`config.mk`:
```
export PLATFORM = sky130hd
export DESIGN_NAME = regfile_write_sched
export DESIGN_NICKNAME = d
export VERILOG_FILES = /design/src/rtl/regfile_pkg.sv /design/src/rtl/rr_arb2.sv /design/src/rtl/regfile_write_sched.sv
export SDC_FILE = /design/constraint.sdc
export NUM_CORES = 1
export LEC_CHECK = 0
export CAP_MARGIN = 20
export CORE_MARGIN = 2
export CORE_UTILIZATION = 43
export CTS_BUF_LIST = sky130_fd_sc_hd__clkbuf_8 sky130_fd_sc_hd__clkbuf_16
export DETAILED_ROUTE_END_ITERATION = 6
export PLACE_DENSITY_LB_ADDON = 0.3
export SYNTH_ARGS = -nofsm -noshare
export SYNTH_HDL_FRONTEND = slang
export SYNTH_SLANG_ARGS = --single-unit
```
`constraint.sdc`:
```
create_clock -name CLK -period 4.3 [get_ports CLK]
set_clock_uncertainty 0.15 [all_clocks]
set_input_delay 0.645 -clock CLK [delete_from_list [all_inputs] [get_ports CLK]]
set_output_delay 0.645 -clock CLK [all_outputs]
set_load 0.005 [all_outputs]
```
`src/rtl/regfile_pkg.sv`:
```
// Shared definitions for the register-file write scheduler.
//   NUM_REGS / ADDR_W / DATA_W : register-file geometry
//   state_e                    : scheduler FSM states
//   grant_e                    : identity of the most recently granted requester
package regfile_pkg;

  localparam int NUM_REGS = 32;
  localparam int ADDR_W   = $clog2(NUM_REGS);
  localparam int DATA_W   = 32;

  typedef enum logic {
    S_IDLE,
    S_CLEAR
  } state_e;

  typedef enum logic {
    GNT_ALU,
    GNT_MEM
  } grant_e;

endpackage

```
`src/rtl/rr_arb2.sv`:
```
// Two-requester round-robin arbiter.
//   clk, rst   : clock, async active-high reset
//   req_alu    : ALU writeback request
//   req_mem    : load writeback request
//   en         : arbitration enable; no grant is issued while low
//   update     : a granted transfer completed this cycle; record the winner
//   grant[1:0] : one-hot grant, bit 0 = ALU, bit 1 = MEM
module rr_arb2
  import regfile_pkg::*;
(
  input  logic       clk,
  input  logic       rst,
  input  logic       req_alu,
  input  logic       req_mem,
  input  logic       en,
  input  logic       update,
  output logic [1:0] grant
);

  grant_e last_grant;

  always_comb begin
    grant = 2'b00;
    if (en) begin
      if (req_alu && req_mem) begin
        // On a tie, favour whichever side did not win last time.
        grant = (last_grant == GNT_MEM) ? 2'b01 : 2'b10;
      end else begin
        grant = {req_mem, req_alu};
      end
    end
  end

  always_ff @(posedge clk or posedge rst) begin
    if (rst) begin
      // Starting as MEM lets the ALU win the first tie after reset.
      last_grant <= GNT_MEM;
    end else if (update && (grant != 2'b00)) begin
      last_grant <= grant[0] ? GNT_ALU : GNT_MEM;
    end
  end

endmodule

```
`src/rtl/regfile_write_sched.sv`:
```
// Write-port scheduler and clear sequencer for the general-purpose register file.
// Shares the single write port between ALU and load writeback with round-robin
// arbitration, drops writes to register 0, and on request sweeps every entry to
// zero at one register per cycle.
//
//   CLK, MasterReset     : clock, async active-high reset
//   clearReq             : one-cycle pulse starting a full clear sweep
//   clearBusy            : high while the sweep is in progress
//   aluValid/aluReady    : ALU writeback handshake, aluReg/aluData payload
//   memValid/memReady    : load writeback handshake, memReg/memData payload
//   RegWrite/writeReg/writeData : registered write port to the register file
//
// state   | meaning
// --------+-------------------------------------------------------------
// S_IDLE  | arbitrating writeback requests; clearReq starts a sweep
// S_CLEAR | writing zero to register `counter`, both readies held low
module regfile_write_sched #(
  parameter int NUM_REGS = regfile_pkg::NUM_REGS,
  parameter int ADDR_W   = regfile_pkg::ADDR_W,
  parameter int DATA_W   = regfile_pkg::DATA_W
) (
  input  logic              CLK,
  input  logic              MasterReset,
  input  logic              clearReq,
  output logic              clearBusy,
  input  logic              aluValid,
  output logic              aluReady,
  input  logic [ADDR_W-1:0] aluReg,
  input  logic [DATA_W-1:0] aluData,
  input  logic              memValid,
  output logic              memReady,
  input  logic [ADDR_W-1:0] memReg,
  input  logic [DATA_W-1:0] memData,
  output logic              RegWrite,
  output logic [ADDR_W-1:0] writeReg,
  output logic [DATA_W-1:0] writeData
);

  import regfile_pkg::state_e;
  import regfile_pkg::S_IDLE;
  import regfile_pkg::S_CLEAR;

  localparam logic [ADDR_W-1:0] LAST_REG = ADDR_W'(NUM_REGS - 1);

  state_e            state;
  state_e            state_n;
  logic [ADDR_W-1:0] counter;
  logic [ADDR_W-1:0] counter_n;
  logic              reg_write_n;
  logic [ADDR_W-1:0] write_reg_n;
  logic [DATA_W-1:0] write_data_n;
  logic              clear_busy_n;

  logic       arb_en;
  logic [1:0] grant;
  logic       alu_xfer;
  logic       mem_xfer;

  // A clear request pre-empts arbitration in the same cycle.
  assign arb_en   = (state == S_IDLE) && !clearReq;
  assign aluReady = grant[0];
  assign memReady = grant[1];
  assign alu_xfer = aluValid && aluReady;
  assign mem_xfer = memValid && memReady;

  rr_arb2 u_arb (
    .clk     (CLK),
    .rst     (MasterReset),
    .req_alu (aluValid),
    .req_mem (memValid),
    .en      (arb_en),
    .update  (alu_xfer || mem_xfer),
    .grant   (grant)
  );

  always_comb begin
    state_n      = state;
    counter_n    = counter;
    reg_write_n  = 1'b0;
    write_reg_n  = writeReg;
    write_data_n = writeData;
    clear_busy_n = clearBusy;
    case (state)
      S_IDLE: begin
        if (clearReq) begin
          state_n      = S_CLEAR;
          counter_n    = '0;
          reg_write_n  = 1'b1;
          write_reg_n  = '0;
          write_data_n = '0;
          clear_busy_n = 1'b1;
        end else if (alu_xfer) begin
          // Register 0 is hardwired zero: handshake completes, strobe stays low.
          reg_write_n  = (aluReg != '0);
          write_reg_n  = aluReg;
          write_data_n = aluData;
        end else if (mem_xfer) begin
          reg_write_n  = (memReg != '0);
          write_reg_n  = memReg;
          write_data_n = memData;
        end
      end
      S_CLEAR: begin
        // `counter` is the register currently presented on the write port.
        if (counter == LAST_REG) begin
          state_n      = S_IDLE;
          clear_busy_n = 1'b0;
        end else begin
          counter_n    = counter + ADDR_W'(1);
          reg_write_n  = 1'b1;
          write_reg_n  = counter + ADDR_W'(1);
          write_data_n = '0;
        end
      end
      default: begin
        state_n = S_IDLE;
      end
    endcase
  end

  always_ff @(posedge CLK or posedge MasterReset) begin
    if (MasterReset) begin
      state     <= S_IDLE;
      counter   <= '0;
      RegWrite  <= 1'b0;
      writeReg  <= '0;
      writeData <= '0;
      clearBusy <= 1'b0;
    end else begin
      state     <= state_n;
      counter   <= counter_n;
      RegWrite  <= reg_write_n;
      writeReg  <= write_reg_n;
      writeData <= write_data_n;
      clearBusy <= clear_busy_n;
    end
  end

endmodule

```
==> results of run 1 <==
==> final cells by class <==
class	instances	area, µm²
Timing Repair Buffer	122	1220
Clock inverter	2	8.76
Inverter	5	18.8
Clock buffer	6	82.6
Fill cell	405	1530
Sequential cell	46	1150
Multi-Input combinational cell	164	1040
Tap cell	70	87.6
==> kinds of logic after synthesis <==
logic type,after synthesis,share of synthesized area [%]
muxes,33,14.3
AOI/OAI and AO/OA,65,16.9
and+or+nand+nor,61,11.0
buffers and inverters,18,5.73
adders and majority gates,2,1.08
DFF,46,49.8
xor gates and xnor gates,3,1.14
==> cells in the final DEF (no fill, tap or decap), types with 2 or more instances in the layout <==
| cell type | instances |
|---|---|
| a21oi_1 | 6 |
| a22o_1 | 2 |
| a31oi_1 | 4 |
| a32oi_1 | 2 |
| buf_4 | 2 |
| clkbuf_8 | 6 |
| clkdlybuf4s50_1 | 119 |
| dfrtp_1 | 45 |
| ha_1 | 2 |
| inv_1 | 4 |
| inv_2 | 2 |
| mux2i_1 | 32 |
| nand2_1 | 40 |
| nand2b_1 | 2 |
| nand3_1 | 3 |
| nor2_1 | 10 |
| nor2b_1 | 2 |
| o211ai_1 | 3 |
| o21ai_0 | 28 |
| o21ai_1 | 12 |
| o22a_1 | 3 |
| or4_1 | 2 |
| xnor2_1 | 2 |
==> worst max-delay path by stage <==
stage               startpoint  slack [ns]  cells after the start  endpoint
floorplan             aluValid        2.20                      5  aluReady
global placement      clearReq        1.26                      4  memReady
detailed placement    clearReq        1.19                      4  memReady
CTS                   clearReq        1.17                      4  memReady
global route          memValid        1.10                      4  memReady
finish                clearReq        1.17                      4  memReady
==> flip-flops by register name, summed over array words and instances, names as in the netlist <==
name and count:
clearBusy 1, counter 5, writeReg 5, u_arb.last_grant 1, writeData 32, RegWrite 1, state 1
==> stage by stage <==
| step | worst slack, ns | util [%] | total power (W) |
|---|---|---|---|
| after CTS | 1.17 | 70.0 | 0.00136 |
| final | 1.17 | 70.3 | 0.00135 |
| after global routing | 1.10 | 70.3 | 0.00144 |
| after global placement | 1.26 | 68.2 | 0.00108 |
| after detailed placement | 1.19 | 68.2 | 0.00110 |
| after floorplan | 2.20 | - | 0.000876 |
==> layer usage <==
metal  wire length, µm  up-vias  global-route usage [%]  share of wire [%]
li1                  -     1031                       -                  -
met1              2520      997                    27.1                 42
met2              2920      113                    34.2                 48
met3               565        7                    6.74                9.3
met4                58        0                    5.18               0.96
met5                 0        -                       0                  0
==> worst min-delay path, cell delays in order (launching register included) <==
cell     delay [ns]
dfrtp_1        0.34
nand2_1        0.05
o21ai_0        0.06
==> where the power goes <==
| group | internal (W) | switching, W | leakage (nW) | total, W |
|---|---|---|---|---|
| logic | 0.000287 | 0.000217 | 0.934 | 0.000505 |
| registers | 0.000515 | 0.0000682 | 0.604 | 0.000583 |
| clock network | 0.000127 | 0.000134 | 0.0524 | 0.000261 |
| total | 0.000929 | 0.000420 | 1.59 | 0.00135 |
==> impl_metrics.py, run 1 <==
metrics = {
    "power": {
        "power_density_nw_per_um2": 374,
        "power.leakage_nw": 1.59,
        "ir_drop_mv": 0.285,
    },
    "clock_network": {
        "clk_latency_ns": 0.29,
        "clk_pin_slew_ns": 0.08,
        "clk_path_buf_depth": 2,
        "cts_setup_buffers": 0,
        "postCtsHoldBufs": 0,
        "post_cts_resized": 0,
        "ctsHtreeMaxLevel": 2,
        "cts_root_buffer": "clkbuf_8",
        "cts_tree": "yes",
        "numCtsBuffers": 5,
        "clock-sinks": 46,
    },
    "finish": {
        "final_area_um2": 3610,
        "drive_gt1_share_pct": 4.93,
        "area_growth_pct": 56.1,
        "final_cells": 415,
        "n_antenna_cell": 0,
        "nets": 425,
    },
    "timing": {
        "period_minus_slack_ns": 3.13,
        "worstMarginPinSlew_ns": 0.912,
        "finalHoldViolCount": 0,
        "fin_hold_ws_ns": 0.334,
        "fin_tns_setup_ns": 0,
        "rsz0062_at_grt": "false",
        "max_clock_freq_mhz": 319,
        "relSlewSlack_pct": 39.1,
        "fin_crit_sh_pct": 72.8,
        "setup-violations-final": 0,
        "drv_slew": 0,
    },
    "worst_setup_path": {
        "r2r-start": "counter[0]",
        "crit_type": "in -> out",
        "r2r_setup_slack_ns": 1.94,
        "r2r-end": "writeReg[3]",
        "crit_top_cell": "clkdlybuf4s50_1",
        "slowest_stage": "clkdlybuf4s50_1",
        "crit_fanout": 8,
        "end_kind": "output pin",
        "worst_r2r_path_depth": 8,
        "critPathBufInv": 2,
        "cp_data_arrival_time_ns": 2.34,
        "cp_cell_sequence": "clkdlybuf4s50_1, or2_1, a211oi_1, clkdlybuf4s50_1",
        "crit_path_max_incr_delay_ns": 0.57,
        "cp-start-kind": "input pin",
        "cp_top_family": "buffers and inverters",
        "required_ns": 3.50,
    },
    "route": {
        "drc_errors": 0,
        "drtIter0Drc": 150,
        "wirelength_um": 6070,
        "via_per_inst": 5.18,
        "first_pass_iters": 4,
        "wl_per_cell_um": 14.6,
        "vias": 2148,
        "antenna_left": 0,
    },
    "logic_synthesis": {
        "synthTopCellsByCount": "45 x dfrtp_1, 40 x nand2_1, 32 x mux2i_1",
        "synth_area_leaders": "dfrtp_1 49%, mux2i_1 14%, nand2_1 6.5%",
        "yosys.area.top_type": "dfrtp_1",
        "async_reset_ff_share_pct": 100,
        "syn_area_um2": 2310,
        "yosysMostFrequentCell": "dfrtp_1",
        "ys.flop_type": "dfrtp_1",
        "synthCells": 228,
        "synth_edf_count": 0,
        "synth_seq_cells": 46,
        "synth_warnings": 0,
        "seq_area_frac_synth_pct": 49.8,
        "synth_top_area_share_pct": 48.7,
        "synth_area_per_cell_um2": 10.1,
        "ys_types": 33,
        "synth_fp_nets": 309,
    },
    "grt": {
        "grt_antenna_before_repair": 0,
        "grt_pass1_wl_um": 10200,
        "grt_max_degree": 47,
        "track_usage_pct": 20.9,
        "grt_remaining_overflow": 0,
        "grt_pass1_vias": 2229,
    },
    "place": {
        "dpl_cell_area_um2": 3500,
        "dp_cells": 406,
        "dp_hpwl_um": 4610,
        "gp_congestion": 0.916,
        "port_buffers": 119,
    },
    "die": {
        "start_util_pct": 45.0,
        "coreArea_um2": 5140,
        "row_count": 26,
        "io-pin-count": 120,
        "die_h_um": 77.4,
        "dieArea_um2": 5980,
        "die_w_um": 77.4,
    },
    "worst_hold_path": {
        "min_to": "writeData[27]",
        "holdPathStages": 2,
        "hp-class": "reg -> reg",
        "hp-start": "writeData[27]",
    },
    "status": {
        "status": "finished, final reports clean",
    },
    "flow_run": {
        "maxCapViolations": 0,
    },
}
Note: power is estimated with default switching activity, not from simulation.
==> inputs of run 2 (changes only) <==
--- a/config.mk
+++ b/config.mk
@@ -7,7 +7,7 @@
 export LEC_CHECK = 0
 export CAP_MARGIN = 20
 export CORE_MARGIN = 2
-export CORE_UTILIZATION = 43
+export CORE_UTILIZATION = 36
 export CTS_BUF_LIST = sky130_fd_sc_hd__clkbuf_8 sky130_fd_sc_hd__clkbuf_16
 export DETAILED_ROUTE_END_ITERATION = 6
 export PLACE_DENSITY_LB_ADDON = 0.3
==> constraint.sdc (replaced) <==
create_clock -name CLK -period 2.62 [get_ports CLK]
set_clock_uncertainty 0.15 [all_clocks]
set_input_delay 0.393 -clock CLK [delete_from_list [all_inputs] [get_ports CLK]]
set_output_delay 0.393 -clock CLK [all_outputs]
set_load 0.005 [all_outputs]
==> run 2 against run 1 <==
  * Combinational power increased by 74%
  * Power grew 74%
  * First-iteration DRC count shrank 61%
  * Critical path type unchanged
  * Largest cell class unchanged
  * Largest power group unchanged
==> impl_metrics.py, run 2 (synthesized netlist as in run 1, its figures left out) <==
metrics = {
    "clock_network": {
        "post_cts_resized": 0,
        "ctsHtreeMaxLevel": 2,
        "cts_tree": "yes",
        "cts_setup_buffers": 0,
        "numCtsBuffers": 5,
        "clock-sinks": 46,
        "clk_path_buf_depth": 2,
        "clk_pin_slew_ns": 0.08,
        "postCtsHoldBufs": 0,
        "clk_latency_ns": 0.30,
        "cts_root_buffer": "clkbuf_8",
    },
    "route": {
        "wirelength_um": 6110,
        "vias": 2137,
        "first_pass_iters": 4,
        "drc_errors": 0,
        "antenna_left": 0,
        "drtIter0Drc": 58,
        "via_per_inst": 4.96,
        "wl_per_cell_um": 14.2,
    },
    "worst_setup_path": {
        "required_ns": 2.08,
        "crit_top_cell": "clkdlybuf4s50_1",
        "end_kind": "output pin",
        "crit_start": "clearReq",
        "crit_type": "in -> out",
        "r2r-start": "counter[1]",
        "cp_cell_sequence": "clkdlybuf4s50_1, or2_1, a211oi_2, clkdlybuf4s50_1",
        "crit_path_max_incr_delay_ns": 0.56,
        "slowest_stage": "clkdlybuf4s50_1",
        "cp-start-kind": "input pin",
        "crit_fanout": 4,
        "cp_data_arrival_time_ns": 1.90,
    },
    "timing": {
        "drv_slew": 0,
        "fin_hold_ws_ns": 0.290,
        "relSlewSlack_pct": 67.6,
        "fin_tns_setup_ns": 0,
        "worstMarginPinSlew_ns": 0.485,
        "period_minus_slack_ns": 2.45,
        "finalHoldViolCount": 0,
        "setup-violations-final": 0,
        "rsz0062_at_grt": "false",
        "fin_crit_sh_pct": 93.4,
        "max_clock_freq_mhz": 409,
    },
    "flow_run": {
        "maxCapViolations": 0,
    },
    "status": {
        "status": "finished, final reports clean",
    },
    "finish": {
        "largest_register_ffs": 32,
        "drive_gt1_share_pct": 7.63,
        "area_growth_pct": 61.2,
        "final_cell_mix": "119 x clkdlybuf4s50_1, 45 x dfrtp_1, 40 x nand2_1",
        "final_cells": 431,
        "largest-register": "writeData",
        "final_common_cell": "clkdlybuf4s50_1",
        "n_antenna_cell": 0,
        "final_area_um2": 3730,
        "reg_top3": "writeData: 32 flops, counter: 5 flops, writeReg: 5 flops",
        "nets": 434,
    },
    "power": {
        "power_density_nw_per_um2": 630,
        "power.leakage_nw": 1.65,
        "power.total_w": 0.00235,
        "ir_drop_mv": 0.431,
    },
    "die": {
        "dieArea_um2": 7080,
        "row_count": 29,
        "start_util_pct": 36.9,
        "io-pin-count": 120,
        "coreArea_um2": 6280,
        "die_w_um": 84.2,
        "die_h_um": 84.2,
    },
    "grt": {
        "grt_remaining_overflow": 0,
        "track_usage_pct": 17.7,
        "grt_max_degree": 27,
        "grt_pass1_wl_um": 10200,
        "grt_pass1_vias": 2177,
        "grt_antenna_before_repair": 0,
    },
    "place": {
        "dpl_cell_area_um2": 3610,
        "dp_cells": 423,
        "port_buffers": 119,
        "gp_congestion": 0.905,
        "dp_hpwl_um": 4780,
    },
    "worst_hold_path": {
        "hp-class": "in -> async",
    },
}
-- run 2: changes by cell type in the layout (fill, tap and decap cells not counted), sizes merged --
| cell | change |
|---|---|
| clkinvlp | +1 |
| clkbuf | -1 |
| bufinv | +1 |
| buf | +9 |
| clkinv | -1 |
-- run 2: cell type report --
cell class,count,area [µm²]
tap,77,96.3
timing repair buffer,131,1310
inverter,5,18.8
clock buffer,5,68.8
sequential,46,1150
fill,563,2550
multi-input combinational,164,1040
clock inverter,3,41.3
-- run 2: layer usage --
metal  up-vias  track usage [%]  routed length, µm
li1       1051                -                  -
met4         0             4.11                 49
met2        89             29.2               2870
met1       991             22.9               2650
met3         6             5.60                549
met5         -                0                  0
-- run 2: path summary, 6_finish.rpt --
check | end | slack, ns | depth (start not counted)
setup reg to reg | writeReg[3] | 0.47 | 8
max in group asynchronous | u_arb.last_grant | 1.45 | 3
setup / recovery | memReady | 0.17 | 4
min in group CLK | writeData[14] | 0.33 | 2
hold reg to reg | writeData[14] | 0.33 | 2
hold / removal | writeData[18] | 0.29 | 2
-- run 2: stage by stage --
stage,util (%),setup WS (ns)
4_1_cts,59.3,0.0686
6_report,59.4,0.174
5_1_grt,59.4,0.0975
3_5_place_dp,57.6,0.0926
2_1_floorplan,-,0.746
3_3_place_gp,57.6,0.179
-- run 2: power by group --
group / switching [W] / internal (W)
logic: 0.000377 / 0.000500
registers: 0.000107 / 0.000845
clock network: 0.000238 / 0.000281
-- run 2: critical path: cells and delay by family --
kind                   cells  cell delay (ns)
AO/OA/AOI/OAI              1             0.21
buffers and inverters      2             1.01
AND/OR/NAND/NOR            1             0.28
==> inputs of run 3 (changes only) <==
--- a/config.mk
+++ b/config.mk
@@ -9,6 +9,7 @@
 export CORE_MARGIN = 2
 export CORE_UTILIZATION = 36
 export CTS_BUF_LIST = sky130_fd_sc_hd__clkbuf_8 sky130_fd_sc_hd__clkbuf_16
+export CTS_CLUSTER_DIAMETER = 100
 export DETAILED_ROUTE_END_ITERATION = 6
 export PLACE_DENSITY_LB_ADDON = 0.3
 export SYNTH_ARGS = -nofsm -noshare
==> results of run 3 <==
No change in the layout: final DEF, timing and power equal those of run 2.
